`src/rtl/sampler_pkg.sv`:
```
// Shared types and default constants for the rejection-sampling coefficient generator.
package sampler_pkg;

    typedef enum logic [2:0] {IDLE, REQ, CHK, OUT, DONE} sampler_state_e;

    localparam int DEF_Q       = 8380417;
    localparam int DEF_QBITS   = 23;
    localparam int DEF_N       = 256;
    localparam int DEF_MAX_REJ = 64;

    // The per-run reject counter sticks at all-ones instead of wrapping.
    function automatic logic [15:0] sat_inc16(input logic [15:0] v);
        return (v == 16'hFFFF) ? v : v + 16'd1;
    endfunction

endpackage

```
`src/rtl/rand_coeff_sampler_if.sv`:
```
// Control, random-source and coefficient-stream signals of the sampler, bundled.
interface rand_coeff_sampler_if #(
    parameter int QBITS = 23,
    parameter int N     = 256
);
    localparam int IDXW = (N > 1) ? $clog2(N) : 1;

    logic                   start;
    logic                   clear;
    logic                   rand_en;
    logic signed [31:0]     rand_num;
    logic [QBITS-1:0]       coeff;
    logic [IDXW-1:0]        coeff_idx;
    logic                   coeff_last;
    logic                   coeff_valid;
    logic                   coeff_ready;
    logic                   busy;
    logic                   done;
    logic                   err;
    logic [15:0]            reject_cnt;

    // The sampler itself.
    modport master (
        input  start, clear, rand_num, coeff_ready,
        output rand_en, coeff, coeff_idx, coeff_last, coeff_valid,
               busy, done, err, reject_cnt
    );

    // Controller, random source and coefficient consumer.
    modport slave (
        output start, clear, rand_num, coeff_ready,
        input  rand_en, coeff, coeff_idx, coeff_last, coeff_valid,
               busy, done, err, reject_cnt
    );

endinterface

```
`src/rtl/rand_coeff_sampler.sv`:
```
// Pulls random words one at a time and rejection-samples N coefficients in [0, Q),
// streaming each accepted value with its index before asking for the next word.
module rand_coeff_sampler
    import sampler_pkg::*;
#(
    parameter int Q       = DEF_Q,
    parameter int QBITS   = DEF_QBITS,
    parameter int N       = DEF_N,
    parameter int MAX_REJ = DEF_MAX_REJ
) (
    input  logic                 clk,
    input  logic                 rst,
    rand_coeff_sampler_if.master bus
);

    localparam int IDXW = (N > 1) ? $clog2(N) : 1;
    localparam int CW   = $clog2(MAX_REJ + 1);

    localparam logic [QBITS-1:0] Q_W       = QBITS'(Q);
    localparam logic [IDXW-1:0]  LAST_IDX  = IDXW'(N - 1);
    localparam logic [CW-1:0]    MAX_REJ_W = CW'(MAX_REJ);

    generate
        if ((Q <= 0) || (longint'(Q) >= (longint'(1) << QBITS))) begin : g_bad_q
            $error("rand_coeff_sampler: Q must be positive and fit in QBITS bits");
        end
        if (MAX_REJ < 1) begin : g_bad_max_rej
            $error("rand_coeff_sampler: MAX_REJ must be at least 1");
        end
        // Only the low QBITS bits of the random word form the candidate.
        if (QBITS < 32) begin : g_unused_hi
            logic unused_hi;
            assign unused_hi = ^bus.rand_num[31:QBITS];
        end
    endgenerate

    sampler_state_e   state_reg;
    logic             rand_en_reg;
    logic [QBITS-1:0] coeff_reg;
    logic [IDXW-1:0]  idx_reg;
    logic             last_reg;
    logic             valid_reg;
    logic             busy_reg;
    logic             done_reg;
    logic             err_reg;
    logic [15:0]      rej_reg;
    logic [CW-1:0]    consec_reg;

    logic [QBITS-1:0] cand;
    logic [CW-1:0]    consec_next;

    // Raw low bits, sign of the 32-bit word deliberately ignored; compare is unsigned.
    assign cand        = bus.rand_num[QBITS-1:0];
    assign consec_next = consec_reg + CW'(1);

    always_ff @(posedge clk or posedge rst) begin
        if (rst) begin
            state_reg   <= IDLE;
            rand_en_reg <= 1'b0;
            coeff_reg   <= '0;
            idx_reg     <= '0;
            last_reg    <= 1'b0;
            valid_reg   <= 1'b0;
            busy_reg    <= 1'b0;
            done_reg    <= 1'b0;
            err_reg     <= 1'b0;
            rej_reg     <= '0;
            consec_reg  <= '0;
        end else if (bus.clear) begin
            // Abort wins over start and every transition; err and reject_cnt survive.
            state_reg   <= IDLE;
            rand_en_reg <= 1'b0;
            valid_reg   <= 1'b0;
            last_reg    <= 1'b0;
            busy_reg    <= 1'b0;
            done_reg    <= 1'b0;
            consec_reg  <= '0;
        end else begin
            case (state_reg)
                IDLE: begin
                    done_reg <= 1'b0;
                    if (bus.start) begin
                        state_reg   <= REQ;
                        rand_en_reg <= 1'b1;
                        busy_reg    <= 1'b1;
                        err_reg     <= 1'b0;
                        rej_reg     <= '0;
                        idx_reg     <= '0;
                        consec_reg  <= '0;
                    end
                end

                REQ: begin
                    rand_en_reg <= 1'b0;
                    state_reg   <= CHK;
                end

                CHK: begin
                    if (cand < Q_W) begin
                        state_reg  <= OUT;
                        coeff_reg  <= cand;
                        valid_reg  <= 1'b1;
                        last_reg   <= (idx_reg == LAST_IDX);
                        consec_reg <= '0;
                    end else begin
                        rej_reg    <= sat_inc16(rej_reg);
                        consec_reg <= consec_next;
                        if (consec_next == MAX_REJ_W) begin
                            state_reg <= DONE;
                            done_reg  <= 1'b1;
                            err_reg   <= 1'b1;
                        end else begin
                            state_reg   <= REQ;
                            rand_en_reg <= 1'b1;
                        end
                    end
                end

                OUT: begin
                    // Hold the presented coefficient and ask for no new word until accepted.
                    if (bus.coeff_ready) begin
                        valid_reg <= 1'b0;
                        last_reg  <= 1'b0;
                        if (idx_reg == LAST_IDX) begin
                            state_reg <= DONE;
                            done_reg  <= 1'b1;
                        end else begin
                            idx_reg     <= idx_reg + IDXW'(1);
                            state_reg   <= REQ;
                            rand_en_reg <= 1'b1;
                        end
                    end
                end

                DONE: begin
                    done_reg  <= 1'b0;
                    busy_reg  <= 1'b0;
                    state_reg <= IDLE;
                end

                default: begin
                    state_reg   <= IDLE;
                    rand_en_reg <= 1'b0;
                    valid_reg   <= 1'b0;
                    last_reg    <= 1'b0;
                    busy_reg    <= 1'b0;
                    done_reg    <= 1'b0;
                end
            endcase
        end
    end

    assign bus.rand_en     = rand_en_reg;
    assign bus.coeff       = coeff_reg;
    assign bus.coeff_idx   = idx_reg;
    assign bus.coeff_last  = last_reg;
    assign bus.coeff_valid = valid_reg;
    assign bus.busy        = busy_reg;
    assign bus.done        = done_reg;
    assign bus.err         = err_reg;
    assign bus.reject_cnt  = rej_reg;

endmodule
```
`src/flat_wrapper.sv`:
```
// flat-port wrapper written by rule: the top's interface ports become plain ports
module rand_coeff_sampler_flat import sampler_pkg::*;
#(
    parameter int Q       = DEF_Q,
    parameter int QBITS   = DEF_QBITS,
    parameter int N       = DEF_N,
    parameter int MAX_REJ = DEF_MAX_REJ
)
  (clk, rst, bus_start, bus_clear, bus_rand_num, bus_coeff_ready, bus_rand_en, bus_coeff, bus_coeff_idx, bus_coeff_last, bus_coeff_valid, bus_busy, bus_done, bus_err, bus_reject_cnt);
  rand_coeff_sampler_if #(.QBITS(QBITS), .N(N)) bus_i ();
  input  logic clk;
  input  logic rst;
  input wire logic [$bits(bus_i.start)-1:0] bus_start;
  input wire logic [$bits(bus_i.clear)-1:0] bus_clear;
  input wire logic [$bits(bus_i.rand_num)-1:0] bus_rand_num;
  input wire logic [$bits(bus_i.coeff_ready)-1:0] bus_coeff_ready;
  output wire logic [$bits(bus_i.rand_en)-1:0] bus_rand_en;
  output wire logic [$bits(bus_i.coeff)-1:0] bus_coeff;
  output wire logic [$bits(bus_i.coeff_idx)-1:0] bus_coeff_idx;
  output wire logic [$bits(bus_i.coeff_last)-1:0] bus_coeff_last;
  output wire logic [$bits(bus_i.coeff_valid)-1:0] bus_coeff_valid;
  output wire logic [$bits(bus_i.busy)-1:0] bus_busy;
  output wire logic [$bits(bus_i.done)-1:0] bus_done;
  output wire logic [$bits(bus_i.err)-1:0] bus_err;
  output wire logic [$bits(bus_i.reject_cnt)-1:0] bus_reject_cnt;
  assign bus_i.start = bus_start;
  assign bus_i.clear = bus_clear;
  assign bus_i.rand_num = bus_rand_num;
  assign bus_i.coeff_ready = bus_coeff_ready;
  assign bus_rand_en = bus_i.rand_en;
  assign bus_coeff = bus_i.coeff;
  assign bus_coeff_idx = bus_i.coeff_idx;
  assign bus_coeff_last = bus_i.coeff_last;
  assign bus_coeff_valid = bus_i.coeff_valid;
  assign bus_busy = bus_i.busy;
  assign bus_done = bus_i.done;
  assign bus_err = bus_i.err;
  assign bus_reject_cnt = bus_i.reject_cnt;
  rand_coeff_sampler #(.Q(Q), .QBITS(QBITS), .N(N), .MAX_REJ(MAX_REJ)) u_core (.clk(clk), .rst(rst), .bus(bus_i));
endmodule
```
`config.mk`:
```
export PLATFORM = sky130hd
export DESIGN_NAME = rand_coeff_sampler_flat
export DESIGN_NICKNAME = d
export VERILOG_FILES = /design/src/rtl/sampler_pkg.sv /design/src/rtl/rand_coeff_sampler_if.sv /design/src/rtl/rand_coeff_sampler.sv /design/src/flat_wrapper.sv
export SDC_FILE = /design/constraint.sdc
export NUM_CORES = 1
export LEC_CHECK = 0
export BUFFER_PORTS_ARGS = -buffer_cell sky130_fd_sc_hd__buf_2
export CORE_MARGIN = 1.5
export CORE_UTILIZATION = 40
export DETAILED_ROUTE_END_ITERATION = 8
export GPL_ROUTABILITY_DRIVEN = 0
export MAX_ROUTING_LAYER = met4
export PLACE_DENSITY = 0.73
export SETUP_SLACK_MARGIN = 0.4
export SYNTH_ARGS = -nofsm -noshare
export SYNTH_HDL_FRONTEND = slang
export SYNTH_SLANG_ARGS = --single-unit
export TNS_END_PERCENT = 10
```
`constraint.sdc`:
```
create_clock -name clk -period 2.09 [get_ports clk]
set_input_delay 0.418 -clock clk [delete_from_list [all_inputs] [get_ports clk]]
set_output_delay 0.418 -clock clk [all_outputs]
set_load 0.01 [all_outputs]
```
# Yosys cells after proc, flatten, opt, wreduce, memory -nomap -nowiden

Index checks and enable logic that the tools add are counted.

Register bits: 63
Latch bits: 0
RAM bits: 0
Bits in read-only memories: 0
Output and inout port bits: 53
Logic and storage cells: 100
Memories: 0

Add/subtract/negate cells: 3
$mul: 0
Div/mod/pow operators: 0
Order comparisons: 1
Eq/ne operators: 25
Shift operators: 0
Muxes and demuxes: 43
Bitwise operators: 1
Reduce and logical (&&, ||, !) cells: 16

Operators with widths:

| cell                                                 | count |
|---|---|
| two-way mux 16 bit                                   | 3 |
| one-hot mux 16 bit (2 select lines)                  | 1 |
| two-way mux 8 bit                                    | 3 |
| less-than comparator 23 bit (second input constant)  | 1 |
| two-way mux 7 bit                                    | 3 |
| AND reduction 5 bit                                  | 4 |
| two-way mux 1 bit                                    | 18 |
| two-way mux 3 bit                                    | 6 |
| adder 16 x 1 -> 16 bit (second input constant)       | 1 |
| equality test 16 bit (second input constant)         | 1 |
| one-hot mux 8 bit (2 select lines)                   | 1 |
| != test 3 bit (second input constant)                | 5 |
| != test 2 bit (second input constant)                | 7 |
| one-hot mux 7 bit (2 select lines)                   | 1 |
| one-hot mux 3 bit (4 select lines)                   | 1 |
| != test 3 x 2 -> 1 bit (second input constant)       | 3 |
| one-hot mux 1 bit (3 select lines)                   | 3 |
| adder 8 x 1 -> 8 bit (second input constant)         | 1 |
| equality test 8 bit (second input constant)          | 1 |
| adder 7 x 1 -> 7 bit (second input constant)         | 1 |
| equality test 7 bit (second input constant)          | 1 |
| equality test 3 x 2 -> 1 bit (second input constant) | 2 |
| != test 2 x 1 -> 1 bit (second input constant)       | 3 |
| AND reduction 2 bit                                  | 3 |
| other kinds (11)                                     | 15 |

# Longest topological paths before layout

Depth in word-level cells: 6
Gate-level depth with buffers: 8
Depth with buffers taken out: 6

# Least setup slack after synthesis

OpenSTA, ideal clock, no wires.

Path kind: reg2reg
Start: register u_core.consec_reg[0]
End: register u_core.rand_en_reg, in the netlist u_core.bus.rand_en
Data arrival time: 1,943 ps
Path slack: 22 ps
Stages on the path, launching flop included: 7
Period minus slack after synthesis: 2,068 ps
Cells stage by stage: dfrtp_1 ha_1 xnor2_1 or4b_4 a22oi_4 o311ai_2 mux2_4

Longest elaborated chain between the ends: 4

RTL lines:

| item                          | RTL line                  | source |
|---|---|---|
| from (decl)                   | rand_coeff_sampler.sv:47  | `logic [CW-1:0] consec_reg;` |
| from (signal assigned)        | rand_coeff_sampler.sv:107 | `consec_reg <= consec_next;` |
| adder 7 x 1 -> 7 bit          | rand_coeff_sampler.sv:54  | `assign consec_next = consec_reg + CW'(1);` |
| equality test 7 bit           | rand_coeff_sampler.sv:108 | `if (consec_next == MAX_REJ_W) begin` |
| != test 3 bit (no line)       | -                         |  |
| AND reduction 6 bit (no line) | -                         |  |
| to (signal assigned)          | rand_coeff_sampler.sv:59  | `rand_en_reg <= 1'b0;` |
| to (signal assigned)          | rand_coeff_sampler.sv:72  | `rand_en_reg <= 1'b0;` |
| to (signal assigned)          | rand_coeff_sampler.sv:114 | `rand_en_reg <= 1'b1;` |
| to (decl)                     | rand_coeff_sampler.sv:38  | `logic rand_en_reg;` |

No other way between the ends.
A chain may end at the register's enable or synchronous reset.

# Final worst setup path

Start: register u_core.consec_reg[1]
End: register u_core.rand_en_reg, in the netlist u_core.bus.rand_en

Same word-level chain as after synthesis.

==> impl_metrics.ini <==
[layout]
largest_reg_flops = 23
mostFrequentLayoutCells = buf_2, dfrtp_1, buf_4
multi_input_area_mm2 = 0.00181
drive_gt1_share_pct = 43.4
seqCellArea_mm2 = 0.00158
final_common_cell = buf_2
fin_nets = 481
antenna_cells = 0
n_fill_cell = 726
syn_to_final_growth_pct = 32.6

[critical_path]
cp_max_fo = 5
required_ns = 2.31
crit_path_end_kind = register
critPathSlowestCell = or4b_4
cpPeakStageDelay_ns = 0.49
worst_setup_path_start_kind = register
cp.arrival_ns = 2.18
worstPathCellList = ha_2 -> xnor2_1 -> or4b_4 -> a22oi_4 -> o311ai_2 -> mux2_4
crit_type = reg -> reg

[synth]
synth_compound_gate_area_share_pct = 16.4
ys_seq_area_share_pct = 46.2
yosys_most_used_dff = dfrtp_1
synth_async_sr_flop_share_pct = 100
syn_area_mm2 = 0.00342
synth.distinct_cells = 64
synth_fa_ha_area_share_pct = 1.47
synthMuxAreaShare_pct = 8.32
synthesis.nets = 369
synth_enable_flop_cells = 0
syn-instance-count = 328
synthXorXnorAreaFrac_pct = 2.31
avgSynthCellArea_um2 = 10.4
ys_warn_count = 0
synth_top_family_by_area = simple AND/OR/NAND/NOR gates
synth_simple_gate_area_share_pct = 22.0
ys_ff_latch = 63

[placement]
preCtsSetupSlack_ns = -0.0436
port_buffers = 80
hpwl_mm = 6.01

[floorplanning]
die_w_um = 95.4
die_h_um = 95.4
rows = 33
initial_core_util_pct = 41.4
io_pins = 90
die_area_mm2 = 0.00910
core_mm2 = 0.00826

[detailed_routing]
via_per_inst = 5.63
vias = 3099
route.detailed.drc = 0
drt_iter0_markers = 152
routedWlPerCell_um = 15.9
wl_mm = 8.76
detail_route.first_pass.iterations = 4
drtAntennaViolNets = 0

[pwr]
p_leak_uw = 0.00211
power.density_mw_per_mm2 = 778
power_uw = 3530
ir_drop_uv = 558

[sta]
maxSlewViolCount = 0
layout_setup_ws_ns = 0.127
post-route-min-period_ns = 1.96
worst_pin_slew_ns = 0.497
timing.fmax_mhz = 509
grt_setup_unrepaired = yes
skew_ns = 0.00888
relSlewSlack_pct = 66.8
finalCritPeriodShare_pct = 93.9
hold_viol_final = 0
finalSetupViolCount = 0

[cts]
cts_tree = done
htree_levels = 3
clock-sinks = 63
cts_max_path_buffers = 2
clkTransAtPathRegs_ns = 0.07
postCtsHoldBufs = 0
root_buffer = clkbuf_8
cts_buffers = 9
clock_latency_ns = 0.34

[grt]
grt.overflow.total = 0
grtUsageTotal_pct = 20.2
antenna_found_initial = 0
grt_pass1_wl_mm = 13.8
grt_max_degree = 40
grt_pass1_vias = 2899

[job]
max_cap_violations = 0

[worst_hold_path]
hp-class = in -> async

[run_status]
status = completed
==> per-layer routing <==
layer	global-route usage, %	share of wire (%)
met2	30.4	48
met4	8.82	1.9
met5	-	0
met3	3.11	5.1
met1	27.0	45
==> cell usage after synthesis, types with 6 or more instances <==
cell type / n / area share, %
mux2_2: 18 / 5.9
and4_1: 6 / 1.5
and3_1: 6 / 1.1
inv_1: 6 / 0.66
nand4_1: 11 / 2.0
nor2_1: 25 / 2.7
dfrtp_1: 63 / 46
a21oi_1: 10 / 1.5
nand2_1: 27 / 3.0
nand3_1: 13 / 1.9
nor4_1: 7 / 1.3
or4_1: 8 / 1.8
o21ai_0: 15 / 2.2
clkbuf_1: 6 / 0.66
a31oi_1: 7 / 1.3
o31ai_1: 9 / 2.0
==> final timing paths <==
path | start | to | slack, ns | cells past startpoint
worst min register to register | u_core.bus.coeff[17]$_DFFE_PP0P_ | u_core.bus.coeff[17]$_DFFE_PP0P_ | 0.48 | 1
worst max register to register | u_core.consec_reg[1]$_DFFE_PP0P_ | u_core.bus.rand_en$_DFFE_PP0P_ | 0.13 | 6
max in group asynchronous | rst | u_core.consec_reg[3]$_DFFE_PP0P_ | 1.49 | 3
worst max-delay path | u_core.consec_reg[1]$_DFFE_PP0P_ | u_core.bus.rand_en$_DFFE_PP0P_ | 0.13 | 6
worst min-delay path | rst | u_core.bus.coeff[10]$_DFFE_PP0P_ | 0.15 | 3
min in group clk | bus_rand_num[5] | u_core.bus.coeff[5]$_DFFE_PP0P_ | 0.31 | 2
==> repair_timing <==
| action | in CTS | in global routing |
|---|---|---|
| setup endpoints to repair | 55 | 59 |
| gates cloned | 1 | 1 |
| setup buffers | 7 | 4 |
| gates resized for setup | 3 | 27 |
| pin swaps | 2 | 6 |
==> cell families (layout without fill, tap and decap cells) <==
family	Yosys count	count (layout)
buffers and inverters	23	140
adders and majority gates	4	4
and+or+nand+nor	129	129
AOI/OAI and AO/OA	75	75
muxes	25	25
DFF	63	63
xor gates and xnor gates	9	9
==> critical path: cells and delay by family, from the launching register on <==
| kind | cells | cell delay, ns |
|---|---|---|
| mux | 1 | 0.31 |
| simple gates | 1 | 0.49 |
| fa+ha+maj | 1 | 0.20 |
| xor+xnor | 1 | 0.12 |
| compound gates | 2 | 0.35 |
| flops | 1 | 0.38 |
==> cell type report <==
| class | instances | area share [%] |
|---|---|---|
| Clock inverter | 5 | 1.80 |
| Sequential cell | 63 | 34.9 |
| Inverter | 6 | 0.580 |
| Tap cell | 105 | 2.90 |
| Timing Repair Buffer | 118 | 16.7 |
| Multi-Input combinational cell | 242 | 40.0 |
| Clock buffer | 11 | 3.12 |
==> metrics by stage <==
step                      instances  hold WS [ns]  instance area [um^2]  setup TNS, ns  utilization (%)
after floorplan                 328         0.501                  3420              0                -
after global placement          521         0.466                  4070              0             49.3
after detailed placement        521         0.474                  4070         -0.610             49.3
after CTS                       545         0.153                  4390              0             53.2
after global routing            550         0.170                  4530              0             54.9
final                           550         0.148                  4530              0             54.9
==> report_power, final <==
part	switching, uW	internal [uW]
sequential	105	1420
clock	482	704
combinational	413	402
total	1000	2530
Note: power is estimated with default switching activity, not from simulation.
